$ cat src/rtl/vedic_mul_pipe.sv
// rtl/vedic_mul_pipe.sv - three-stage quadrant-split multiplier with valid/ready flow control
module vedic_mul_pipe #(
    parameter int WIDTH = 32,
    localparam int HALF = WIDTH / 2
) (
    input  logic                 clk,
    input  logic                 rst_n,
    input  logic                 in_valid,
    output logic                 in_ready,
    input  logic [WIDTH-1:0]     in_a,
    input  logic [WIDTH-1:0]     in_b,
    input  logic                 in_signed,
    output logic                 out_valid,
    input  logic                 out_ready,
    output logic [2*WIDTH-1:0]   out_y,
    output logic                 out_signed
);

    logic adv;
    logic xfer;

    // One shared enable: bubbles travel with the data rather than being squeezed out.
    assign adv      = !out_valid || out_ready;
    assign in_ready = adv;
    assign xfer     = in_valid && adv;

    // Stage 1: sign handling and magnitudes
    logic [WIDTH-1:0] mag_a;
    logic [WIDTH-1:0] mag_b;
    logic [WIDTH-1:0] a1;
    logic [WIDTH-1:0] b1;
    logic             neg1;
    logic             sg1;
    logic             v1;

    // The most negative operand negates to itself, which reads back correctly as an unsigned magnitude.
    assign mag_a = (in_signed && in_a[WIDTH-1]) ? -in_a : in_a;
    assign mag_b = (in_signed && in_b[WIDTH-1]) ? -in_b : in_b;

    always_ff @(posedge clk or negedge rst_n) begin
        if (!rst_n) begin
            a1   <= '0;
            b1   <= '0;
            neg1 <= 1'b0;
            sg1  <= 1'b0;
            v1   <= 1'b0;
        end else if (adv) begin
            v1 <= xfer;
            if (xfer) begin
                a1   <= mag_a;
                b1   <= mag_b;
                neg1 <= in_signed && (in_a[WIDTH-1] ^ in_b[WIDTH-1]);
                sg1  <= in_signed;
            end
        end
    end

    // Stage 2: vertical and crosswise quadrant products
    logic [WIDTH-1:0] al;
    logic [WIDTH-1:0] ah;
    logic [WIDTH-1:0] bl;
    logic [WIDTH-1:0] bh;
    logic [WIDTH-1:0] ll2;
    logic [WIDTH-1:0] hl2;
    logic [WIDTH-1:0] lh2;
    logic [WIDTH-1:0] hh2;
    logic             neg2;
    logic             sg2;
    logic             v2;

    assign al = {{HALF{1'b0}}, a1[HALF-1:0]};
    assign ah = {{HALF{1'b0}}, a1[WIDTH-1:HALF]};
    assign bl = {{HALF{1'b0}}, b1[HALF-1:0]};
    assign bh = {{HALF{1'b0}}, b1[WIDTH-1:HALF]};

    always_ff @(posedge clk or negedge rst_n) begin
        if (!rst_n) begin
            ll2  <= '0;
            hl2  <= '0;
            lh2  <= '0;
            hh2  <= '0;
            neg2 <= 1'b0;
            sg2  <= 1'b0;
            v2   <= 1'b0;
        end else if (adv) begin
            v2 <= v1;
            if (v1) begin
                ll2  <= al * bl;
                hl2  <= ah * bl;
                lh2  <= al * bh;
                hh2  <= ah * bh;
                neg2 <= neg1;
                sg2  <= sg1;
            end
        end
    end

    // Stage 3: recombine and apply sign; the product of two magnitudes never carries past 2*WIDTH bits
    logic [2*WIDTH-1:0] p;
    logic [2*WIDTH-1:0] y;

    assign p = {hh2, {WIDTH{1'b0}}}
             + ({{WIDTH{1'b0}}, hl2} << HALF)
             + ({{WIDTH{1'b0}}, lh2} << HALF)
             + {{WIDTH{1'b0}}, ll2};
    assign y = neg2 ? -p : p;

    always_ff @(posedge clk or negedge rst_n) begin
        if (!rst_n) begin
            out_y      <= '0;
            out_signed <= 1'b0;
            out_valid  <= 1'b0;
        end else if (adv) begin
            out_valid <= v2;
            if (v2) begin
                out_y      <= y;
                out_signed <= sg2;
            end
        end
    end

endmodule

$ cat config.mk
export PLATFORM = sky130hd
export DESIGN_NAME = vedic_mul_pipe
export DESIGN_NICKNAME = d
export VERILOG_FILES = /design/src/rtl/vedic_mul_pipe.sv
export SDC_FILE = /design/constraint.sdc
export NUM_CORES = 2
export LEC_CHECK = 0
export CAP_MARGIN = 40
export CORE_ASPECT_RATIO = 1.4
export CORE_MARGIN = 2
export CORE_UTILIZATION = 62
export CTS_CLUSTER_SIZE = 28
export DETAILED_ROUTE_END_ITERATION = 8
export DONT_BUFFER_PORTS = 1
export PLACE_DENSITY = 0.78
export SYNTH_ARGS = -nofsm -noshare
export SYNTH_HDL_FRONTEND = slang
export SYNTH_SLANG_ARGS = --single-unit
$ cat constraint.sdc
create_clock -name clk -period 14.3 [get_ports clk]
set_input_delay 0.715 -clock clk [delete_from_list [all_inputs] [get_ports clk]]
set_output_delay 0.715 -clock clk [all_outputs]
set_load 0.02 [all_outputs]
* After elaboration in Yosys (flattened, before gate mapping) *
Cells that the tools add are included.

word-level totals
  output and inout port bits = 67
  register bits = 264
  input bits = 69
  logic and storage cells = 38

cells by class
  $mul = 4
  bitwise logic cells = 1
  reductions and logical operators = 9
  mux-type cells = 3
  $add $sub $neg = 6

operators with widths
  operator                      count
  adder 64 x 48 -> 64 bit       2
  multiplier 16 x 16 -> 32 bit  4
  adder 64 x 32 -> 64 bit       1
  two-way mux 32 bit            2
  two-way mux 64 bit            1
  negator 32 bit                2
  negator 64 bit                1
  AND reduction 2 bit           3
  logical AND 1 bit             4
  logical NOT 1 bit             1
  logical OR 1 bit              1
  bitwise XOR 1 bit             1

* Depth between registers and ports, before layout *
  depth in word-level cells = 5
  depth in mapped cells = 26
  mapped depth without buffers = 25

* Least setup slack after synthesis *
No wires, ideal clock.

  path kind = register -> register
  start point = register a1[7]
  end point = register lh2[30]
  setup slack = 7.882 ns
  clock period less this slack = 6.418 ns
  data arrival time = 6.285 ns
  stages on the path, launching flop included = 24
  buffers on the path = 1
  setup time = 0.133 ns
  data required time = 14.167 ns
  cell sequence = dfrtp_1 -> clkbuf_1 -> nand2_1 -> fa_1 -> inv_1 -> fa_1 -> inv_1 -> fa_1 -> inv_1 -> fa_1 -> fa_1 -> inv_1 -> fa_1 -> inv_1 -> ha_1 -> and4_1 -> a221o_1 -> a221o_1 -> a211oi_1 -> o31ai_1 -> or4_1 -> a31oi_1 -> xor2_1 -> o21ai_0

between the ends
  longest elaborated chain between the ends = 1

RTL lines
  item                          line  text
  start: declaration            30    logic [WIDTH-1:0] a1;
  start signal: assignment      50    a1 <= mag_a;
  multiplier 16 x 16 -> 32 bit  90    lh2 <= al * bh;
  end signal: assignment        90
  end: declaration              65    logic [WIDTH-1:0] lh2;

Every way passes these cells.
A chain may end at the register's enable or synchronous reset.

* Final worst setup path *
  start point = register a1[20]
  end point = register hl2[31]

between the ends
  longest elaborated chain between the ends = 1

RTL lines
  item                          line  text
  multiplier 16 x 16 -> 32 bit  89    hl2 <= ah * bl;
  end signal: assignment        89
  end: declaration              64    logic [WIDTH-1:0] hl2;

Every way passes these cells.

==> results <==
- Across the run, the number of max-cap violations was 0.
- Signal routing reaches up to met5.
- The number of buffers inserted to repair setup after CTS is 0.
- After detailed placement, the total cell area comes to 49600 µm².
- The later pin in the worst-skew pair is clocked with a latency of 0.61 ns.
- The leftover overflow at the end of global routing is 0.
- The worst pin sits at a relative slew slack of 36.8%.
- The routed layout has 37800 vias.
- In this run the number of H-tree levels came out at 1.
- The synthesis-to-layout area growth is 4.07%.
- The number of endpoints with negative hold slack in the final report is 0.
- The achievable frequency is 133 MHz.
- The area of the mapped netlist is 48700 µm².
- After filler insertion, the fill cell instance count of the layout stands at 6541.
- The minimum clock period is 7.50 ns.
- Setup violations remaining at the end of the flow were counted as 0.
- Counting every net in the synthesized netlist gives 6913.
- The met3 wire length is 9.94 mm.
- 136 I/O pins were placed.
- The flow ran to the end, and the final reports show no timing, DRC or antenna violations.
- The category of the most critical setup path is reg -> reg.
- The number of sinks on the clock net is 264.
- The estimated wirelength of the detail-placed design is 97.6 mm.
- The CTS buffer count is 31.
- In the final routed layout, each cell accounts on average for 19.2 µm.
- The initial antenna violation count is 5.
- The most common cell after layout, fill and taps aside is sky130_fd_sc_hd__nand2_1.
- The remaining routing DRC violations is 0.
- The number of hold buffers added after CTS was 1.
- The final clock skew is 0.0124 ns.
- The library cells used most frequently in the layout, excluding fill and tap cells, are sky130_fd_sc_hd__nand2_1, sky130_fd_sc_hd__inv_1, sky130_fd_sc_hd__fa_1, sky130_fd_sc_hd__and2_1, sky130_fd_sc_hd__ha_1.
- The post-route met1 wirelength is 48.4 mm.
- The share of the Yosys chip area taken by registers is 13.6%.
- Setup repair after global routing left no endpoint under its margin.
- In the synthesized netlist, the number of instances is 5584.
- The final layout contains 6743 nets.
- The first-pass GRT wire length is 203 mm.
- The maximum buffer depth of the clock tree is 3.
- Once the clock tree was built, the resizer swapped 0 gates to a different size.
- Global routing used 31.9% of the available tracks across all layers.
- The core occupancy in the finished layout is 65.1%.
- The port buffer count is 0.
- The count of pins over their slew limit is 0.
- The synthesized flop and latch total is 264.
- Of the available clock period, the critical path in the final layout requires 52.5%.
- The number of optimization iterations in the first detailed-route pass is 5.
- In the routed layout, each cell is associated on average with a via count of 5.83.
- Counting flops with an async set or reset pin after synthesis yields a share of 100%.
- Along the worst path, the maximum fanout reaches 24.
- Entering global routing, the biggest net connects 265 pins.
- TritonCTS built the clock tree.
- Once detail routing completed, the nets flagged for antenna violations numbered 0.
- The die span in x is 241 µm.
- For this configuration, the core starts out at a cell density of 62.6%.
- The average instance in the mapped netlist occupies 8.72 µm².
- With fillers left out, the area of the finished cells amounts to 50700 µm².
- STA puts the critical path data arrival time at 7.98 ns.
- The data required time at the worst endpoint is 14.78 ns.
- The clock slew seen by the registers of the worst setup and hold paths is 0.07 ns.
- The summed negative setup slack over all endpoints is 0 ns.
- The diode insertion count for antenna repair is 0.
- The vertical die dimension is 336 µm.
- Routability-driven placement finished with a final weighted congestion of 0.929.
- The total wirelength of the detailed-routed design is 125 mm.
- The placement row count is 121.
- The slew at the pin with the worst max-slew slack is 0.938 ns.
- The number of distinct library cells after synthesis is 85.
- During synthesis, Yosys emitted a total of 0 warnings.
- The number of global-route vias before repair came to 39100.
- The clock tree root buffer cell is sky130_fd_sc_hd__clkbuf_16.
- The top flip-flop cell by instance count after synthesis is sky130_fd_sc_hd__dfrtp_1.
- The floorplan core area is 77800 µm².
- The number of enable flip-flop cells after synthesis is 0.
- The die area is 80800 µm².
- The type of element launching the critical path is a flip-flop.
- The number of DRC violations after detailed-routing iteration 0 is 2686.
- In the final layout, the share of cells above drive strength 1 is 3.14%.
- The critical path endpoint category is a flip-flop.
- In the detailed route, the total length drawn on met2 is 60.0 mm.
- The type of the tightest min-delay check is in -> async.
[cell usage after synthesis (23+ instances only)]
cell                       number  area, µm²
sky130_fd_sc_hd__a21o_1        49        368
sky130_fd_sc_hd__a21oi_1      131        656
sky130_fd_sc_hd__and2_1       495       3100
sky130_fd_sc_hd__clkbuf_1     270       1010
sky130_fd_sc_hd__dfrtp_1      264       6610
sky130_fd_sc_hd__fa_1         809      16200
sky130_fd_sc_hd__ha_1         451       5640
sky130_fd_sc_hd__inv_1        942       3540
sky130_fd_sc_hd__nand2_1      960       3600
sky130_fd_sc_hd__nand3_1       52        260
sky130_fd_sc_hd__nand4_1       23        144
sky130_fd_sc_hd__nor2_1       112        420
sky130_fd_sc_hd__nor3_1        44        220
sky130_fd_sc_hd__o21ai_0      325       1630
sky130_fd_sc_hd__o31ai_1       36        270
sky130_fd_sc_hd__or3_1         25        156
sky130_fd_sc_hd__xnor2_1      109        955
sky130_fd_sc_hd__xor2_1       147       1290
[cell type report]
class,instances,area (µm²),area share (%)
tap,1045,1310,2.58
inverter,942,3540,6.98
sequential,264,6610,13.0
clock buffer,41,873,1.72
multi-input combinational,4097,37500,74.0
timing repair buffer,78,682,1.35
clock inverter,16,163,0.321
[stage by stage]
step / instances / hold slack [ns] / setup WS [ns]
floorplan: 5584 / 0.419 / 7.88
global route: 6483 / 0.100 / 6.41
CTS: 6482 / 0.208 / 6.94
global placement: 6420 / 0.440 / 7.05
detailed placement: 6424 / 0.437 / 6.96
finish: 6483 / 0.0441 / 6.80
[registers in the layout (all words and copies together) (netlist names), 32 cells and up]
signal,flops
hl2,32
b1,32
a1,32
lh2,32
hh2,32
out_y,64
ll2,32
[critical path, stage by stage, from the launching register on]
cell and delay [ns]:
sky130_fd_sc_hd__dfrtp_1 0.51, sky130_fd_sc_hd__buf_4 0.32, sky130_fd_sc_hd__and2_1 0.23, sky130_fd_sc_hd__fa_1 0.54, sky130_fd_sc_hd__inv_1 0.06, sky130_fd_sc_hd__fa_1 0.47, sky130_fd_sc_hd__inv_1 0.04, sky130_fd_sc_hd__ha_1 0.19
sky130_fd_sc_hd__fa_1 0.48, sky130_fd_sc_hd__fa_1 0.58, sky130_fd_sc_hd__fa_1 0.43, sky130_fd_sc_hd__ha_1 0.33, sky130_fd_sc_hd__o21ai_0 0.16, sky130_fd_sc_hd__nand2b_1 0.10, sky130_fd_sc_hd__and3_1 0.19, sky130_fd_sc_hd__a221oi_1 0.69
sky130_fd_sc_hd__a2bb2oi_1 0.40, sky130_fd_sc_hd__o311ai_0 0.22, sky130_fd_sc_hd__nor3b_1 0.19, sky130_fd_sc_hd__a2111oi_0 0.80, sky130_fd_sc_hd__a21oi_1 0.17, sky130_fd_sc_hd__xnor2_1 0.19, sky130_fd_sc_hd__o21ai_0 0.08
[routing by layer]
metal  vias to the layer above  global-route usage (%)
li1                      17000                       -
met1                     18900                    40.3
met2                      1485                    53.6
met3                       344                    5.67
met4                         8                    14.3
met5                         -                       0
[logic make-up after synthesis]
logic type	count (synthesis)	synth area share, %
mux	5	0.105
compound gates	735	9.30
xor+xnor	256	4.60
buf+inv	1223	9.45
simple gates	1841	18.1
fa+ha+maj	1260	44.8
flops	264	13.6
[worst paths after layout]
| path | start | endpoint | slack, ns | cells after the start |
|---|---|---|---|---|
| setup reg to reg | a1[20] | hl2[31] | 6.80 | 22 |
| max in group asynchronous | rst_n | a1[0] | 12.94 | 2 |
| min in group clk | in_a[31] | a1[31] | 0.23 | 2 |
| hold reg to reg | sg2 | out_signed | 0.47 | 2 |
| hold / removal | rst_n | hh2[28] | 0.04 | 1 |
| setup / recovery | a1[20] | hl2[31] | 6.80 | 22 |
Power is not shown: default switching activity piles up to over one toggle a cycle in this logic, so the estimate is an artifact.
